### src/rtl/mps_relay_output_driver.sv
// MPS power-stage relay driver: sequencer-driven relay requests with break-before-make
// dead time, debounced aux-contact feedback, feedback supervision and a latched trip.
module mps_relay_output_driver #(
  parameter int DEAD_CYC = 1_000_000,
  parameter int DEB_CYC  = 10_000,
  parameter int FB_TMO   = 50_000_000
) (
  input  logic        i_clk,
  input  logic        i_rst,
  input  logic [3:0]  i_on_state,
  input  logic [3:0]  i_off_state,
  input  logic        i_intl,
  input  logic [15:0] i_ext_di,
  output logic        o_discha_do,
  output logic        o_slow_do,
  output logic        o_main_do,
  output logic [2:0]  o_fb_di,
  output logic [2:0]  o_fb_fault,
  output logic        o_trip
);

  localparam int DW = $clog2(DEAD_CYC + 1);
  localparam int BW = $clog2(DEB_CYC + 1);
  localparam int TW = $clog2(FB_TMO + 1);

  localparam logic [3:0] ON_CLR          = 4'd1;
  localparam logic [3:0] ON_DISCHA_CHK   = 4'd4;
  localparam logic [3:0] ON_SLOW_ON_CHK  = 4'd6;
  localparam logic [3:0] ON_MAIN_CHK     = 4'd10;
  localparam logic [3:0] ON_SLOW_OFF_CHK = 4'd12;
  localparam logic [3:0] ON_FAIL         = 4'd15;
  localparam logic [3:0] OFF_MAIN_OFF    = 4'd1;
  localparam logic [3:0] OFF_DISCHA_ON   = 4'd2;

  localparam logic [2:0] FB_RESET  = 3'b100;
  localparam logic [0:0] ST_NORMAL = 1'b0;
  localparam logic [0:0] ST_TRIP   = 1'b1;

  logic [0:0]    state, state_next;
  logic          discha_req, slow_req, main_req;
  logic          discha_req_next, slow_req_next, main_req_next;
  logic          discha_do_next, slow_do_next, main_do_next;
  logic [DW-1:0] dcnt, pcnt, dcnt_next, pcnt_next;
  logic [2:0]    sync1, sync2, relay_do;
  logic          trip_clear;
  logic          unused_di;

  assign unused_di  = ^{i_ext_di[15:4], i_ext_di[0]};
  assign o_trip     = (state == ST_TRIP);
  assign trip_clear = o_trip && (i_on_state == ON_CLR) && !i_intl;
  assign relay_do   = {o_discha_do, o_slow_do, o_main_do};

  always_comb begin
    state_next = state;
    case (state)
      ST_NORMAL: if (i_intl || (|o_fb_fault)) state_next = ST_TRIP;
      default:   if ((i_on_state == ON_CLR) && !i_intl) state_next = ST_NORMAL;
    endcase
  end

  // Clear beats set; an active trip overrides everything with the safe request set.
  always_comb begin
    discha_req_next = discha_req;
    slow_req_next   = slow_req;
    main_req_next   = main_req;
    if (i_on_state == ON_FAIL || i_off_state == OFF_DISCHA_ON) discha_req_next = 1'b1;
    if (i_on_state == ON_DISCHA_CHK) discha_req_next = 1'b0;
    if (i_on_state == ON_SLOW_ON_CHK) slow_req_next = 1'b1;
    if (i_on_state == ON_SLOW_OFF_CHK || i_on_state == ON_FAIL || i_off_state == OFF_MAIN_OFF)
      slow_req_next = 1'b0;
    if (i_on_state == ON_MAIN_CHK) main_req_next = 1'b1;
    if (i_on_state == ON_FAIL || i_off_state == OFF_MAIN_OFF) main_req_next = 1'b0;
    if (o_trip) begin
      discha_req_next = 1'b1;
      slow_req_next   = 1'b0;
      main_req_next   = 1'b0;
    end
  end

  // Dead-time counters track the cycle being entered, so a count of DEAD_CYC means
  // the conflicting side has been open for DEAD_CYC full cycles.
  always_comb begin
    discha_do_next = discha_req && ((pcnt == DW'(DEAD_CYC)) || o_discha_do);
    slow_do_next   = slow_req && !discha_req && (dcnt == DW'(DEAD_CYC));
    main_do_next   = main_req && !discha_req && (dcnt == DW'(DEAD_CYC));
    if (discha_do_next)                dcnt_next = '0;
    else if (dcnt == DW'(DEAD_CYC))    dcnt_next = dcnt;
    else                               dcnt_next = dcnt + DW'(1);
    if (slow_do_next || main_do_next)  pcnt_next = '0;
    else if (pcnt == DW'(DEAD_CYC))    pcnt_next = pcnt;
    else                               pcnt_next = pcnt + DW'(1);
  end

  always_ff @(posedge i_clk or posedge i_rst) begin
    if (i_rst) begin
      state       <= ST_NORMAL;
      discha_req  <= 1'b1;
      slow_req    <= 1'b0;
      main_req    <= 1'b0;
      o_discha_do <= 1'b1;
      o_slow_do   <= 1'b0;
      o_main_do   <= 1'b0;
      dcnt        <= '0;
      pcnt        <= DW'(DEAD_CYC);
      sync1       <= FB_RESET;
      sync2       <= FB_RESET;
    end else begin
      state       <= state_next;
      discha_req  <= discha_req_next;
      slow_req    <= slow_req_next;
      main_req    <= main_req_next;
      o_discha_do <= discha_do_next;
      o_slow_do   <= slow_do_next;
      o_main_do   <= main_do_next;
      dcnt        <= dcnt_next;
      pcnt        <= pcnt_next;
      sync1       <= i_ext_di[3:1];
      sync2       <= sync1;
    end
  end

  for (genvar gi = 0; gi < 3; gi++) begin : g_fb
    logic [BW-1:0] deb_cnt;
    logic [TW-1:0] mm_cnt;
    logic          fb_bit;
    logic          fault_bit;

    // A pending change at the synchroniser output restarts the stability window.
    always_ff @(posedge i_clk or posedge i_rst) begin
      if (i_rst) begin
        deb_cnt <= '0;
        fb_bit  <= FB_RESET[gi];
      end else begin
        if (sync1[gi] != sync2[gi])         deb_cnt <= '0;
        else if (deb_cnt != BW'(DEB_CYC))   deb_cnt <= deb_cnt + BW'(1);
        if (deb_cnt == BW'(DEB_CYC))        fb_bit  <= sync2[gi];
      end
    end

    always_ff @(posedge i_clk or posedge i_rst) begin
      if (i_rst) begin
        mm_cnt    <= '0;
        fault_bit <= 1'b0;
      end else if (trip_clear) begin
        mm_cnt    <= '0;
        fault_bit <= 1'b0;
      end else if (fb_bit != relay_do[gi]) begin
        if (mm_cnt != TW'(FB_TMO))       mm_cnt    <= mm_cnt + TW'(1);
        if (mm_cnt == TW'(FB_TMO - 1))   fault_bit <= 1'b1;
      end else begin
        mm_cnt <= '0;
      end
    end

    assign o_fb_di[gi]    = fb_bit;
    assign o_fb_fault[gi] = fault_bit;
  end

endmodule
### config.mk
export PLATFORM = sky130hd
export DESIGN_NAME = mps_relay_output_driver
export DESIGN_NICKNAME = d
export VERILOG_FILES = /design/src/rtl/mps_relay_output_driver.sv
export SDC_FILE = /design/constraint.sdc
export NUM_CORES = 1
export LEC_CHECK = 0
export CAP_MARGIN = 10
export CORE_ASPECT_RATIO = 1.2
export CORE_MARGIN = 5
export CORE_UTILIZATION = 53
export DETAILED_ROUTE_END_ITERATION = 16
export DONT_BUFFER_PORTS = 1
export HOLD_SLACK_MARGIN = 0.1
export PLACE_DENSITY = 0.68
export SLEW_MARGIN = 20
export SYNTH_ARGS = -nofsm -noshare
export SYNTH_HDL_FRONTEND = slang
export SYNTH_SLANG_ARGS = --single-unit
export TNS_END_PERCENT = 100
### constraint.sdc
create_clock -name i_clk -period 13.1 [get_ports i_clk]
set_input_delay 2.62 -clock i_clk [delete_from_list [all_inputs] [get_ports i_clk]]
set_output_delay 2.62 -clock i_clk [all_outputs]
set_load 0.01 [all_outputs]
==> results.ini <==
[outcome]
status = complete, no violations

[critical_path]
worstPathRequired_ns = 13.42
cp-end-kind = flip-flop
path_class = primary input to flip-flop
crit_fanout = 23
start_kind = primary input
worstPathArrival_ns = 4.39

[detailed_routing]
via_count = 7469
drtIter0Drc = 564
wl_per_cell_um = 16.2
ant_nets = 0
wl_mm = 19.9
vias_per_cell = 6.08
drcViolationCount = 0
dr.pass1.iters = 6

[final_layout]
area_growth_pct = 7.40
drive_gt1_frac = 0.0726
n_fill_cell = 1606
nets = 1038
diodes = 0

[power]
power_density_nw_per_um2 = 108
ir_worst_vdd_v = 0.0000968
p_leak_uw = 0.00388
finalPower_uw = 1110

[cts]
cts_buffer_depth = 2
clock-sinks = 179
cts_setup_buffers = 0
h-tree-depth = 4
hold_buffers = 0
ctsResizeCount = 0
worstSkewPairLatency_ns = 0.43
cts_tree = built
clkSlewWorstSetupHoldPaths_ns = 0.06
ctsRootBufferMaster = clkbuf_16
cts_buffers = 17

[global_route]
grt_pass1_vias = 7232
grt_use_total = 0.199
grt_max_degree = 115
grt_first_pass_wirelength_mm = 34.9
grt_antenna_before_repair = 0
grt_overflow = 0

[yosys]
yosysWarnings = 0
synth_top_flop_cell = dfrtp_1
synth_cells = 1010
synth-edff-count = 0
ys_types = 63
yosysSeqAreaShare = 0.467
synth_nets = 1056
yosysTopAreaCell = dfrtp_1
synth.most_common_cell = dfrtp_1
synth_area_leaders = dfrtp_1 43%, xnor2_1 4.5%, a21oi_1 3.9%
synth_top_area_frac = 0.434
synth_top_cells_by_count = 167 x dfrtp_1, 90 x nor2_1, 74 x a21oi_1
ys_ff_latch = 179
netlist_area_um2 = 9620
syn_area_per_cell_um2 = 9.52
ys_async_sr_fraction = 1.00

[floorplan]
std_cell_rows = 54
die_w_um = 133
die_area_um2 = 21000
die_h_um = 158
ioPinCount = 37
core_um2 = 18000
start_util = 0.533

[timing]
fin_crit_sh = 0.310
fin_crit_ns = 4.07
slew-limit-headroom = 0.282
worstMarginPinSlew_ns = 1.07
fmax_ghz = 0.246
rsz0062_at_grt = no
drv_slew = 0
tns_ns = 0
finalHoldViolations = 0
setup_viol = 0
fin_skew_ns = 0.00834

[placement]
dp_hpwl_mm = 13.3
port-buffer-count = 0
gp_congestion = 0.829

[flow_run]
cap_violations = 0

[worst_hold_path]
hold_class = flip-flop to flip-flop

-- metrics by stage --
step / worst slack, ns / instances / util / hold slack, ns / cell area, um^2
floorplan: 5.64 / 1010 / - / 0.360 / 9620
global placement: 8.61 / 1197 / 0.540 / 0.364 / 9740
detailed placement: 8.59 / 1197 / 0.540 / 0.364 / 9740
CTS: 9.06 / 1229 / 0.573 / 0.377 / 10300
global route: 8.95 / 1229 / 0.573 / 0.390 / 10300
finish: 9.03 / 1229 / 0.573 / 0.375 / 10300
-- power breakdown --
group          switching [uW]  total, uW  internal (uW)  leakage [uW]
Sequential               10.6        570            560       0.00241
Combinational            24.3       34.4           10.1       0.00119
Clock                     216        507            291      0.000278
Total                     250       1110            861       0.00388
-- worst max-delay path: stages --
cell	delay, ns
nor4b_2	0.68
a21o_1	0.75
nor3b_1	0.10
a31o_2	0.24
-- layer usage --
layer / track usage / wire (um) / up-vias / share of wire
met4: 0.0629 / 269 / 0 / 0.014
li1: - / - / 3667 / -
met2: 0.330 / 9670 / 94 / 0.49
met1: 0.263 / 9170 / 3682 / 0.46
met5: 0 / 0 / - / 0
met3: 0.0464 / 759 / 26 / 0.038
-- layout make-up --
class	count	area, um^2	share of cell area
Clock buffer	20	457	0.0442
Clock inverter	12	131	0.0127
Inverter	43	169	0.0163
Multi-Input combinational cell	749	4780	0.463
Sequential cell	179	4490	0.435
Tap cell	224	280	0.0271
Timing Repair Buffer	2	15.0	0.00145
-- registers in the layout (all words and copies together) (netlist names), 3 cells and up --
name            cells
sync2               3
g_fb.fault_bit      3
pcnt               20
dcnt               20
sync1               3
g_fb.mm_cnt        78
g_fb.deb_cnt       42
g_fb.fb_bit         3
-- path summary, 6_finish.rpt --
kind                                      from                              end  slack [ns]  cells after the start
max                              i_on_state[3]    g_fb[0].mm_cnt[2]$_DFFE_PP0P_        9.03                      4
min                         sync1[2]$_DFF_PP1_               sync2[2]$_DFF_PP1_        0.37                      0
max reg2reg                pcnt[2]$_DFFE_PP0P_             dcnt[16]$_DFFE_PP0P_       10.41                      4
min reg2reg                 sync1[2]$_DFF_PP1_               sync2[2]$_DFF_PP1_        0.37                      0
max in group asynchronous                i_rst    g_fb[2].mm_cnt[5]$_DFFE_PP0P_        9.55                      2
min in group asynchronous                i_rst  g_fb[1].deb_cnt[12]$_DFFE_PP0P_        2.17                      1
-- cell families after synthesis --
kind of cell             after synthesis  synth area share
buffers and inverters                 82            0.0360
flip-flops                           179             0.467
AND/OR/NAND/NOR                      465             0.275
adder cells (fa/ha/maj)               19            0.0247
multiplexers                          13            0.0139
AO/OA/AOI/OAI                        166             0.105
XOR/XNOR                              86            0.0783
-- placed cells by master, fill, tap and decap left out, types with 17 or more instances in the layout --
cell,Yosys,final
a21oi_1,74,74
clkbuf_16,0,17
dfrtp_1,167,167
ha_1,19,19
inv_1,43,42
nand2_1,55,55
nand3_1,62,62
nand4_1,45,45
nor2_1,90,90
nor3_1,28,28
nor4_1,31,31
o21ai_0,29,29
o31ai_1,32,32
or3_1,25,25
or4_1,40,40
xnor2_1,49,49
xor2_1,37,37
(Power assumes the default switching activity.)
